<file path="config.mk">
export PLATFORM = sky130hd
export DESIGN_NAME = biquad_avg_decimator
export DESIGN_NICKNAME = d
export VERILOG_FILES = /design/src/rtl/biquad_avg_decimator_pkg.sv /design/src/rtl/biquad_avg_decimator_avg_ring.sv /design/src/rtl/biquad_avg_decimator.sv
export SDC_FILE = /design/constraint.sdc
export NUM_CORES = 2
export LEC_CHECK = 0
export CORE_MARGIN = 2
export CORE_UTILIZATION = 50
export CTS_BUF_LIST = sky130_fd_sc_hd__clkbuf_2 sky130_fd_sc_hd__clkbuf_4 sky130_fd_sc_hd__clkbuf_8
export CTS_CLUSTER_DIAMETER = 80
export DETAILED_ROUTE_END_ITERATION = 8
export HOLD_SLACK_MARGIN = 0.03
export PLACE_DENSITY_LB_ADDON = 0.15
export SYNTH_ARGS = -nofsm -noshare
export SYNTH_HDL_FRONTEND = slang
export SYNTH_HIERARCHICAL = 1
export SYNTH_SLANG_ARGS = --single-unit
</file>
<file path="constraint.sdc">
create_clock -name CLK -period 5.89 [get_ports CLK]
set_input_delay 1.4725 -clock CLK [delete_from_list [all_inputs] [get_ports CLK]]
set_output_delay 1.4725 -clock CLK [all_outputs]
set_load 0.05 [all_outputs]
</file>
<file path="src/rtl/biquad_avg_decimator_pkg.sv">
// Shared widths, sample type and output-reduction helper for biquad_avg_decimator.
package filt_pkg;

  localparam int unsigned SAMPLE_W = 8;
  localparam int unsigned RED_W    = 64;

  typedef logic signed [SAMPLE_W-1:0] sample_t;

  typedef struct packed {
    logic                    ovf;
    logic signed [RED_W-1:0] val;
  } red_t;

  function automatic int unsigned fir_w(input int unsigned data_w, input int unsigned coef_w);
    return data_w + coef_w + 2;
  endfunction

  function automatic int unsigned sum_w(input int unsigned fw, input int unsigned avg_log2);
    return fw + avg_log2;
  endfunction

  // Out-of-range is the same test for both modes: in wrap mode it is exactly
  // "upper bits are not a sign-extension", and the caller keeps the low bits.
  function automatic red_t reduce(input logic signed [RED_W-1:0] v,
                                  input int unsigned out_w,
                                  input logic sat);
    logic signed [RED_W-1:0] one;
    logic signed [RED_W-1:0] maxv;
    logic signed [RED_W-1:0] minv;
    red_t r;
    one   = RED_W'(1);
    maxv  = (one <<< (out_w - 1)) - one;
    minv  = -maxv - one;
    r.ovf = (v > maxv) || (v < minv);
    r.val = v;
    if (sat && (v > maxv)) begin
      r.val = maxv;
    end else if (sat && (v < minv)) begin
      r.val = minv;
    end
    return r;
  endfunction

endpackage

</file>
<file path="src/rtl/biquad_avg_decimator_avg_ring.sv">
// avg_ring: ring of the last 2^LOG2 pushed values with an incrementally updated running sum.
module avg_ring
  import filt_pkg::*;
#(
  parameter int unsigned W    = 14,
  parameter int unsigned LOG2 = 6
) (
  input  logic                               clk,
  input  logic                               rst_n,
  input  logic                               clear,
  input  logic                               push,
  input  logic signed [W-1:0]                push_data,
  output logic signed [sum_w(W, LOG2)-1:0]   next_sum,
  output logic signed [sum_w(W, LOG2)-1:0]   average
);

  localparam int unsigned SW     = sum_w(W, LOG2);
  localparam int unsigned PW     = (LOG2 > 0) ? LOG2 : 1;
  localparam int unsigned RDEPTH = 1 << PW;

  // With LOG2=0 the pointer stays at 0 and only entry 0 is ever touched.
  logic signed [W-1:0]  ring_q [RDEPTH];
  logic signed [W-1:0]  ring_d [RDEPTH];
  logic        [PW-1:0] wp_q, wp_d;
  logic signed [SW-1:0] sum_q, sum_d;
  logic signed [W-1:0]  oldest;

  always_comb begin
    oldest   = ring_q[wp_q];
    next_sum = sum_q + SW'(push_data) - SW'(oldest);
    average  = next_sum >>> LOG2;
  end

  always_comb begin
    ring_d = ring_q;
    wp_d   = wp_q;
    sum_d  = sum_q;
    if (clear) begin
      for (int unsigned i = 0; i < RDEPTH; i++) begin
        ring_d[i] = '0;
      end
      wp_d  = '0;
      sum_d = '0;
    end else if (push) begin
      ring_d[wp_q] = push_data;
      wp_d         = (LOG2 == 0) ? '0 : wp_q + 1'b1;
      sum_d        = next_sum;
    end
  end

  always_ff @(posedge clk or negedge rst_n) begin
    if (!rst_n) begin
      for (int unsigned i = 0; i < RDEPTH; i++) begin
        ring_q[i] <= '0;
      end
      wp_q  <= '0;
      sum_q <= '0;
    end else begin
      ring_q <= ring_d;
      wp_q   <= wp_d;
      sum_q  <= sum_d;
    end
  end

endmodule

</file>
<file path="src/rtl/biquad_avg_decimator.sv">
// biquad_avg_decimator: 3-tap FIR -> running moving average -> decimated valid/ready output.
// Define BIQUAD_AVG_SAT_EN to saturate out-of-range averages instead of wrapping them.
module biquad_avg_decimator
  import filt_pkg::*;
#(
  parameter int unsigned DATA_W   = 8,
  parameter int unsigned COEF_W   = 4,
  parameter int          C0       = 1,
  parameter int          C1       = -2,
  parameter int          C2       = 1,
  parameter int unsigned AVG_LOG2 = 6,
  parameter int unsigned DECIM    = 64,
  parameter int unsigned OUT_W    = 8
) (
  input  logic                     CLK,
  input  logic                     RST,
  input  logic                     clear,
  input  logic                     in_valid,
  output logic                     in_ready,
  input  logic signed [DATA_W-1:0] in_data,
  output logic                     out_valid,
  input  logic                     out_ready,
  output logic signed [OUT_W-1:0]  out_data,
  output logic                     overflow
);

  localparam int unsigned FW    = fir_w(DATA_W, COEF_W);
  localparam int unsigned SW    = sum_w(FW, AVG_LOG2);
  localparam int unsigned CNT_W = (DECIM > 1) ? $clog2(DECIM) : 1;
  localparam logic [CNT_W-1:0] CNT_LAST = CNT_W'(DECIM - 1);

`ifdef BIQUAD_AVG_SAT_EN
  localparam logic SAT = 1'b1;
`else
  localparam logic SAT = 1'b0;
`endif

  localparam logic signed [COEF_W-1:0] K0 = COEF_W'(C0);
  localparam logic signed [COEF_W-1:0] K1 = COEF_W'(C1);
  localparam logic signed [COEF_W-1:0] K2 = COEF_W'(C2);

  logic signed [DATA_W-1:0] x1_q, x1_d, x2_q, x2_d;
  logic        [CNT_W-1:0]  cnt_q, cnt_d;
  logic                     out_valid_q, out_valid_d;
  logic signed [OUT_W-1:0]  out_data_q, out_data_d;
  logic                     overflow_q, overflow_d;
  logic signed [FW-1:0]     fir;
  logic signed [SW-1:0]     ring_sum, ring_avg, avg_sel;
  logic                     accept;
  red_t                     red;

  assign in_ready  = !clear && !(out_valid_q && !out_ready);
  assign accept    = in_valid && in_ready;
  assign out_valid = out_valid_q;
  assign out_data  = out_data_q;
  assign overflow  = overflow_q;

  always_comb begin
    fir = FW'(K0) * FW'(in_data) + FW'(K1) * FW'(x1_q) + FW'(K2) * FW'(x2_q);
  end

  avg_ring #(
    .W    (FW),
    .LOG2 (AVG_LOG2)
  ) u_ring (
    .clk       (CLK),
    .rst_n     (RST),
    .clear     (clear),
    .push      (accept),
    .push_data (fir),
    .next_sum  (ring_sum),
    .average   (ring_avg)
  );

  // Without averaging the updated sum is already the result.
  assign avg_sel = (AVG_LOG2 == 0) ? ring_sum : ring_avg;

  always_comb begin
    x1_d        = x1_q;
    x2_d        = x2_q;
    cnt_d       = cnt_q;
    out_valid_d = out_valid_q;
    out_data_d  = out_data_q;
    overflow_d  = overflow_q;
    red         = reduce(RED_W'(avg_sel), OUT_W, SAT);
    if (out_valid_q && out_ready) begin
      out_valid_d = 1'b0;
    end
    if (clear) begin
      x1_d        = '0;
      x2_d        = '0;
      cnt_d       = '0;
      out_valid_d = 1'b0;
      out_data_d  = '0;
    end else if (accept) begin
      x2_d = x1_q;
      x1_d = in_data;
      // A fresh result overrides a same-cycle drain of the previous one.
      if (cnt_q == CNT_LAST) begin
        cnt_d       = '0;
        out_valid_d = 1'b1;
        out_data_d  = OUT_W'(red.val);
        overflow_d  = overflow_q | red.ovf;
      end else begin
        cnt_d = cnt_q + 1'b1;
      end
    end
  end

  always_ff @(posedge CLK or negedge RST) begin
    if (!RST) begin
      x1_q        <= '0;
      x2_q        <= '0;
      cnt_q       <= '0;
      out_valid_q <= 1'b0;
      out_data_q  <= '0;
      overflow_q  <= 1'b0;
    end else begin
      x1_q        <= x1_d;
      x2_q        <= x2_d;
      cnt_q       <= cnt_d;
      out_valid_q <= out_valid_d;
      out_data_q  <= out_data_d;
      overflow_q  <= overflow_d;
    end
  end

endmodule

</file>
After elaboration in Yosys (flattened, before gate mapping)
Index checks and enable logic that the tools add are counted.
- bits in registers: 954
- bits of input ports: 13
- output and inout bits: 11
- logic and storage cells: 126
- add/sub/neg operators: 7
- magnitude comparators: 4
- equal/unequal tests: 1
- mux-type cells: 26
- bitwise logic cells: 3
- reductions and logical operators: 13
- operators with widths (operator ; number):
    2-to-1 mux 896 bit ; 2
    bitwise mux 896 bit ; 1
    binary-select mux 14 bit (select 6 bit) ; 1
    demux 14 bit (select 6 bit) ; 1
    2-to-1 mux 8 bit ; 7
    2-to-1 mux 14 bit ; 3
    2-to-1 mux 20 bit ; 2
    2-to-1 mux 6 bit ; 5
    adder 20 x 14 -> 20 bit ; 1
    subtractor 20 x 14 -> 20 bit ; 1
    adder 14 x 8 -> 14 bit ; 1
    adder 8 x 14 -> 14 bit ; 1
    greater-than comparator 14 x 8 -> 1 bit (second input constant) ; 1
    < comparator 14 x 8 -> 1 bit (second input constant) ; 1
    negation 8 -> 13 bit ; 1
    adder 6 x 1 -> 6 bit (second input constant) ; 2
    >= comparator 7 bit (second input constant) ; 1
    < comparator 7 x 1 -> 1 bit (second input constant) ; 1
    inverter 6 -> 7 bit ; 1
    == test 6 bit (second input constant) ; 1
    logical AND 1 bit ; 5
    2-to-1 mux 1 bit ; 4
    nonzero test 2 bit ; 2
    logical NOT 1 bit ; 3
    other kinds (5) ; 5

Longest topological paths before layout
- depth in word-level cells: 8
- gate-level depth with buffers: 29
- gate-level depth less buffers: 27

Modules after synthesis
Netlist, hierarchy kept.
- modules (own cells, without submodules) (module ; times used ; cells an instance ; area an instance (µm²) ; seq. area each (µm²)):
    avg_ring ; 1 ; 5303 ; 46300.7 ; 23072.1
    biquad_avg_decimator ; 1 ; 281 ; 2503.7 ; 800.8

Least setup slack after synthesis
Ideal clock, no wire load.
- kind: input-to-reg
- start point: in in_data[1]
- end point: reg overflow_q, in the netlist overflow
- library setup time: 120 ps
- arrival: 7068 ps
- data required time: 5770 ps
- path slack: -1298 ps
- stages on the path: 24
- path buffers: 3
- cell sequence: fa_1 > ha_1 > fa_1 > a211oi_1 > o21bai_1 > a21oi_1 > o21ai_1 > xnor2_1 > clkbuf_1 > inv_1 > fa_1 > inv_1 > ha_1 > buf_2 > a21oi_1 > o21ai_1 > a311oi_1 > o21ai_0 > xnor2_1 > buf_4 > nand4_1 > nor3_1 > nand3_1 > a31o_2
- longest elaborated chain between the ends: 7
- elaborated cells on any way between the ends: 8
- classes of those cells: add/sub: 4; order compare: 2; bitwise: 1; reduce/logical: 1
- ends and longest elaborated chain (what ; RTL line ; RTL):
    start, declared ; biquad_avg_decimator.sv:20 ; input logic signed [DATA_W-1:0] in_data,
    adder 8 x 14 -> 14 bit (*) ; biquad_avg_decimator.sv:59 ; fir = FW'(K0) * FW'(in_data) + FW'(K1) * FW'(x1_q) + FW'(K2) * FW'(x2_q);
    adder 14 x 8 -> 14 bit (*) ; biquad_avg_decimator.sv:59 ;
    via fir[13] ; biquad_avg_decimator.sv:47 ; logic signed [FW-1:0] fir;
    adder 20 x 14 -> 20 bit (*) ; biquad_avg_decimator_avg_ring.sv:30 ; next_sum = sum_q + SW'(push_data) - SW'(oldest);
    subtractor 20 x 14 -> 20 bit (*) ; biquad_avg_decimator_avg_ring.sv:30 ;
    via avg_sel[13] ; biquad_avg_decimator.sv:48 ; logic signed [SW-1:0] ring_sum, ring_avg, avg_sel;
    greater-than comparator 14 x 8 -> 1 bit or < comparator 14 x 8 -> 1 bit (tied branches) ; - ;
    logical OR 1 bit (*) ; biquad_avg_decimator_pkg.sv:34 ; r.ovf = (v > maxv) || (v < minv);
    OR 1 bit (*) ; biquad_avg_decimator.sv:103 ; overflow_d = overflow_q | red.ovf;
    end signal, assigned ; biquad_avg_decimator.sv:124 ; overflow_q <= overflow_d;
    end, declared ; biquad_avg_decimator.sv:46 ; logic overflow_q, overflow_d;
Mark *: on every way through the listed nets, which the timed path passes. The rest lies on a longest branch.
A chain may end at the register's enable or synchronous reset.

Final worst setup path
- start point: reg u_ring.wp_q[1]
- end point: reg overflow_q, in the netlist overflow
- longest elaborated chain between the ends: 8
- elaborated cells on any way between the ends: 9
- classes of those cells: add/sub: 1; order compare: 2; mux: 3; bitwise: 2; reduce/logical: 1
- ends and longest elaborated chain (what ; RTL line ; RTL):
    start, declared ; biquad_avg_decimator_avg_ring.sv:24 ; logic [PW-1:0] wp_q, wp_d;
    start signal, assigned ; biquad_avg_decimator_avg_ring.sv:60 ; wp_q <= wp_d;
    inverter 6 -> 7 bit (implied by the code) (*) ; biquad_avg_decimator_avg_ring.sv:29 ; oldest = ring_q[wp_q];
    binary-select mux 14 bit (select 6 bit) (*) ; biquad_avg_decimator_avg_ring.sv:29 ;
    2-to-1 mux 14 bit (implied by the code) (*) (2 in a row) ; biquad_avg_decimator_avg_ring.sv:29 ;
    subtractor 20 x 14 -> 20 bit (*) ; biquad_avg_decimator_avg_ring.sv:30 ;
    via avg_sel[11] ; biquad_avg_decimator.sv:48 ;
    greater-than comparator 14 x 8 -> 1 bit or < comparator 14 x 8 -> 1 bit (tied branches) ; - ;
    logical OR 1 bit (*) ; biquad_avg_decimator_pkg.sv:34 ;
    OR 1 bit (*) ; biquad_avg_decimator.sv:103 ;
Mark *: on every way through the listed nets, which the timed path passes. The rest lies on a longest branch. The select of a mux whose other input is x is not followed.

==> results.md <==
* Data required, critical path at 6.66 ns
* Number of antenna violations at the first check in global routing at 8
* Max rail drop VDD at between 0.4 and 0.5 mV
* Reg-to-reg critical path startpoint: u_ring/wp_q[1]$_DFFE_PN0P_
* Number of iterations in the first detailed-routing pass at 6
* Area inside the core boundary at 96600 um2
* Worst reg-to-reg setup slack at between 0.02 and 0.025 ns
* Post-Route Skew at between 0.04 and 0.05 ns
* Clk network pwr share at between 30 and 40%
* Post-synth design cell area at just under 50000 um2
* Hold Slack at between 0.4 and 0.5 ns
* Category of the most critical setup path: register to register
* Via count at roughly 44000
* Net count, final at 5808
* Number of pins with negative max-slew slack in the final report at 0
* Endpoint kind of the worst setup timing path: register
* Number of vias per cell after detailed routing at 6.22
* Min-Delay Endpoint: overflow$_DFFE_PN0P_
* Leakage at between 20 and 25 nW
* Sw Share at 36.5%
* Synthesis Warnings at 6
* Horizontal die dimension at 316 um
* Cell count of the worst hold path at 1
* Switching power of the nets at 7.75 mW
* CP max-delay cell: sky130_fd_sc_hd__nor2b_4
* Critical R2R Capture: overflow$_DFFE_PN0P_
* Wire length per cell at ~25 um
* Final hold vios at 0
* Overall power after layout at between 20 and 25 mW
* Number of buffers added on ports at 23
* Number of core rows at 114
* Maximum number of pins on one net before global-route repair at ~210
* H-Tree Level Count at 4
* Fmax at 171 MHz
* Dpl hpwl at roughly 110 mm
* Slew of the pin with the lowest slew margin at 1.31 ns
* Ratio of cells with drive above 1 in the final layout at between 10% and 20%
* GPL Wtd Cong at approximately 1.0
* Post-detailed-route DRC marker count at 0
* Die ar. at between 90000 and 100000 um2
* Gr usage total at 36.5%
* Pwr Density at 376 nW/um2
* Top cell family by delay on the critical path: compound AO/OA/AOI/OAI gates
* Worst-path maximum fanout at 13
* Clock period minus final worst setup slack at 5.87 ns
* Synth-to-layout area growth at 16.0%
* Max Root-Sink Buffers at 3
* Die span in y at around 320 um
* Root Buffer: sky130_fd_sc_hd__clkbuf_8
* Number of I/O pins at 24
* Non-filler cells, final at 7130
* Clock Pin Slew Worst Setup and Hold Paths at about 0.060 ns
* Logic pwr share at between 30% and 40%
* Crit-path most repeated cell: sky130_fd_sc_hd__buf_4
* Max-slew headroom at the worst pin at roughly an eighth
* Cells on worst reg2reg path at 24
* Setup-failing EPs final at 0
* Total placed cells including tap cells at 6810
* Setup slack at placement at -1.34 ns
* Drt initial violations at approximately 6300
* Clock insertion delay at the later pin of the skew report at between 0.8 and 0.9 ns
* Vias in the first global route at approximately 43000
* Remaining global-route overflow at 0
* Setup repair after global routing missed its margin: yes
* Max-capacitance violation count at 0
* CP peak stage delay at 0.68 ns
* Post-synthesis cell count at between 5000 and 6000
* Clock tree from TritonCTS: built
* CP Cell Sequence: buf_12 > buf_4 > nor2b_4 > a22oi_1 > o22ai_1 > a21oi_1 > buf_4 > o21ai_0 > or4_1 > fa_1 > inv_1 > ha_1 > buf_4 > a21oi_1 > buf_4 > a21boi_4 > buf_4 > o21ai_2 > nand3_1 > xor2_1 > nand3_1 > nor3_2 > nand3_1 > a31o_2
* Run status: completed
* Arrival time of data at the critical path endpoint at around 6.6 ns
* Wire length of the first global-routing pass at between 200 and 300 mm
* Worst setup slack after layout at ~0.025 ns
* Number of sinks driven by the clock tree at 954
* Sequential fraction of design power at between 30% and 40%
* Cell-internal power at 13.5 mW
* Setup TNS after final layout at 0 ns
* CP bufs+invs at 7
* Post-route ant nets at 0
* Total routed wirelength at ~180 mm
* Tcrit/Tclk final at 99.6%
* Clock buffers created by TritonCTS at around 170
* Total nets after synthesis at around 5700
* Starting density of the core at roughly half
* Synthesized area per cell at around 9 um2
* Launch instance of the worst min-delay path: overflow$_DFFE_PN0P_
* Hold/Removal Path Class: register to register
* Startpoint kind of the worst setup timing path: register
through the flow:
step	util [%]	instance area (um2)
floorplan	-	49000
global placement	54.2	52400
detailed placement	54.2	52400
CTS	58.3	56300
global route	58.5	56500
finish	58.5	56500
state kept, by name, indices dropped and copies added, names as in the netlist:
| register | flops |
|---|---|
| out_valid | 1 |
| out_data | 8 |
| x1_q | 8 |
| u_ring/ring_q | 896 |
| overflow | 1 |
| u_ring/sum_q | 20 |
| u_ring/wp_q | 6 |
| x2_q | 8 |
| cnt_q | 6 |
how the worst max path moves through the flow:
stage                                     startpoint              endpoint  cells past startpoint
after floorplan                           in_data[1]  overflow$_DFFE_PN0P_                     24
after global placement                    in_data[7]  overflow$_DFFE_PN0P_                     23
after detailed placement                  in_data[7]  overflow$_DFFE_PN0P_                     22
after CTS                        x1_q[3]$_DFFE_PN0P_  overflow$_DFFE_PN0P_                     27
after global routing                      in_data[5]  overflow$_DFFE_PN0P_                     23
final                     u_ring/wp_q[1]$_DFFE_PN0P_  overflow$_DFFE_PN0P_                     24
placed cells by master, fill, tap and decap left out, types with 52 or more instances in the layout:
cell type	instances
sky130_fd_sc_hd__nor2_1	189
sky130_fd_sc_hd__clkbuf_4	63
sky130_fd_sc_hd__mux4_2	88
sky130_fd_sc_hd__a22oi_1	52
sky130_fd_sc_hd__o22ai_1	55
sky130_fd_sc_hd__clkbuf_8	203
sky130_fd_sc_hd__a221oi_1	102
sky130_fd_sc_hd__inv_1	82
sky130_fd_sc_hd__a21oi_1	962
sky130_fd_sc_hd__nand2_1	1816
sky130_fd_sc_hd__mux2i_1	100
sky130_fd_sc_hd__dfrtp_1	951
sky130_fd_sc_hd__buf_4	415
sky130_fd_sc_hd__o21ai_0	168
layer usage:
metal / track usage, % / wire length [um]
met1: 48.8 / 70500
met4: 20.4 / 10800
met5: 0 / 52
met3: 9.50 / 19700
met2: 54.2 / 80700
layout make-up:
type / instances / area (um2)
Antenna cell: 7 / 17.5
Clock buffer: 266 / 3270
Clock inverter: 24 / 285
Fill cell: 8586 / 40100
Inverter: 98 / 379
Multi-Input combinational cell: 4024 / 22900
Sequential cell: 954 / 23900
Tap cell: 1276 / 1600
Timing Repair Buffer: 481 / 4180
worst register-to-register path, stage by stage (launching register included):
cell and delay, ns:
sky130_fd_sc_hd__dfrtp_4 0.55, sky130_fd_sc_hd__buf_12 0.19, sky130_fd_sc_hd__buf_4 0.16, sky130_fd_sc_hd__nor2b_4 0.68, sky130_fd_sc_hd__a22oi_1 0.21, sky130_fd_sc_hd__o22ai_1 0.34, sky130_fd_sc_hd__a21oi_1 0.08, sky130_fd_sc_hd__buf_4 0.16
sky130_fd_sc_hd__o21ai_0 0.46, sky130_fd_sc_hd__or4_1 0.36, sky130_fd_sc_hd__fa_1 0.46, sky130_fd_sc_hd__inv_1 0.06, sky130_fd_sc_hd__ha_1 0.23, sky130_fd_sc_hd__buf_4 0.15, sky130_fd_sc_hd__a21oi_1 0.12, sky130_fd_sc_hd__buf_4 0.15
sky130_fd_sc_hd__a21boi_4 0.06, sky130_fd_sc_hd__buf_4 0.15, sky130_fd_sc_hd__o21ai_2 0.19, sky130_fd_sc_hd__nand3_1 0.13, sky130_fd_sc_hd__xor2_1 0.26, sky130_fd_sc_hd__nand3_1 0.14, sky130_fd_sc_hd__nor3_2 0.13, sky130_fd_sc_hd__nand3_1 0.09
sky130_fd_sc_hd__a31o_2 0.24
power groups by stage:
stage	combinational (mW)	clock, mW	sequential (mW)
after floorplan	4.38	0	6.76
after global placement	7.07	0	6.77
after detailed placement	7.12	0	6.77
after CTS	7.58	6.64	6.65
after global routing	8.61	6.94	6.65
final	8.02	6.57	6.65
timing repair:
action | CTS | global route
gates cloned | 0 | 0
resized for setup | 42 | 32
buffers inserted | 12 | 11
endpoints found under the hold margin | 0 | 0
hold buffers | 0 | 0
pin swaps | 22 | 36
endpoints found under the setup margin | 3 | 2
(Power assumes the default switching activity.)
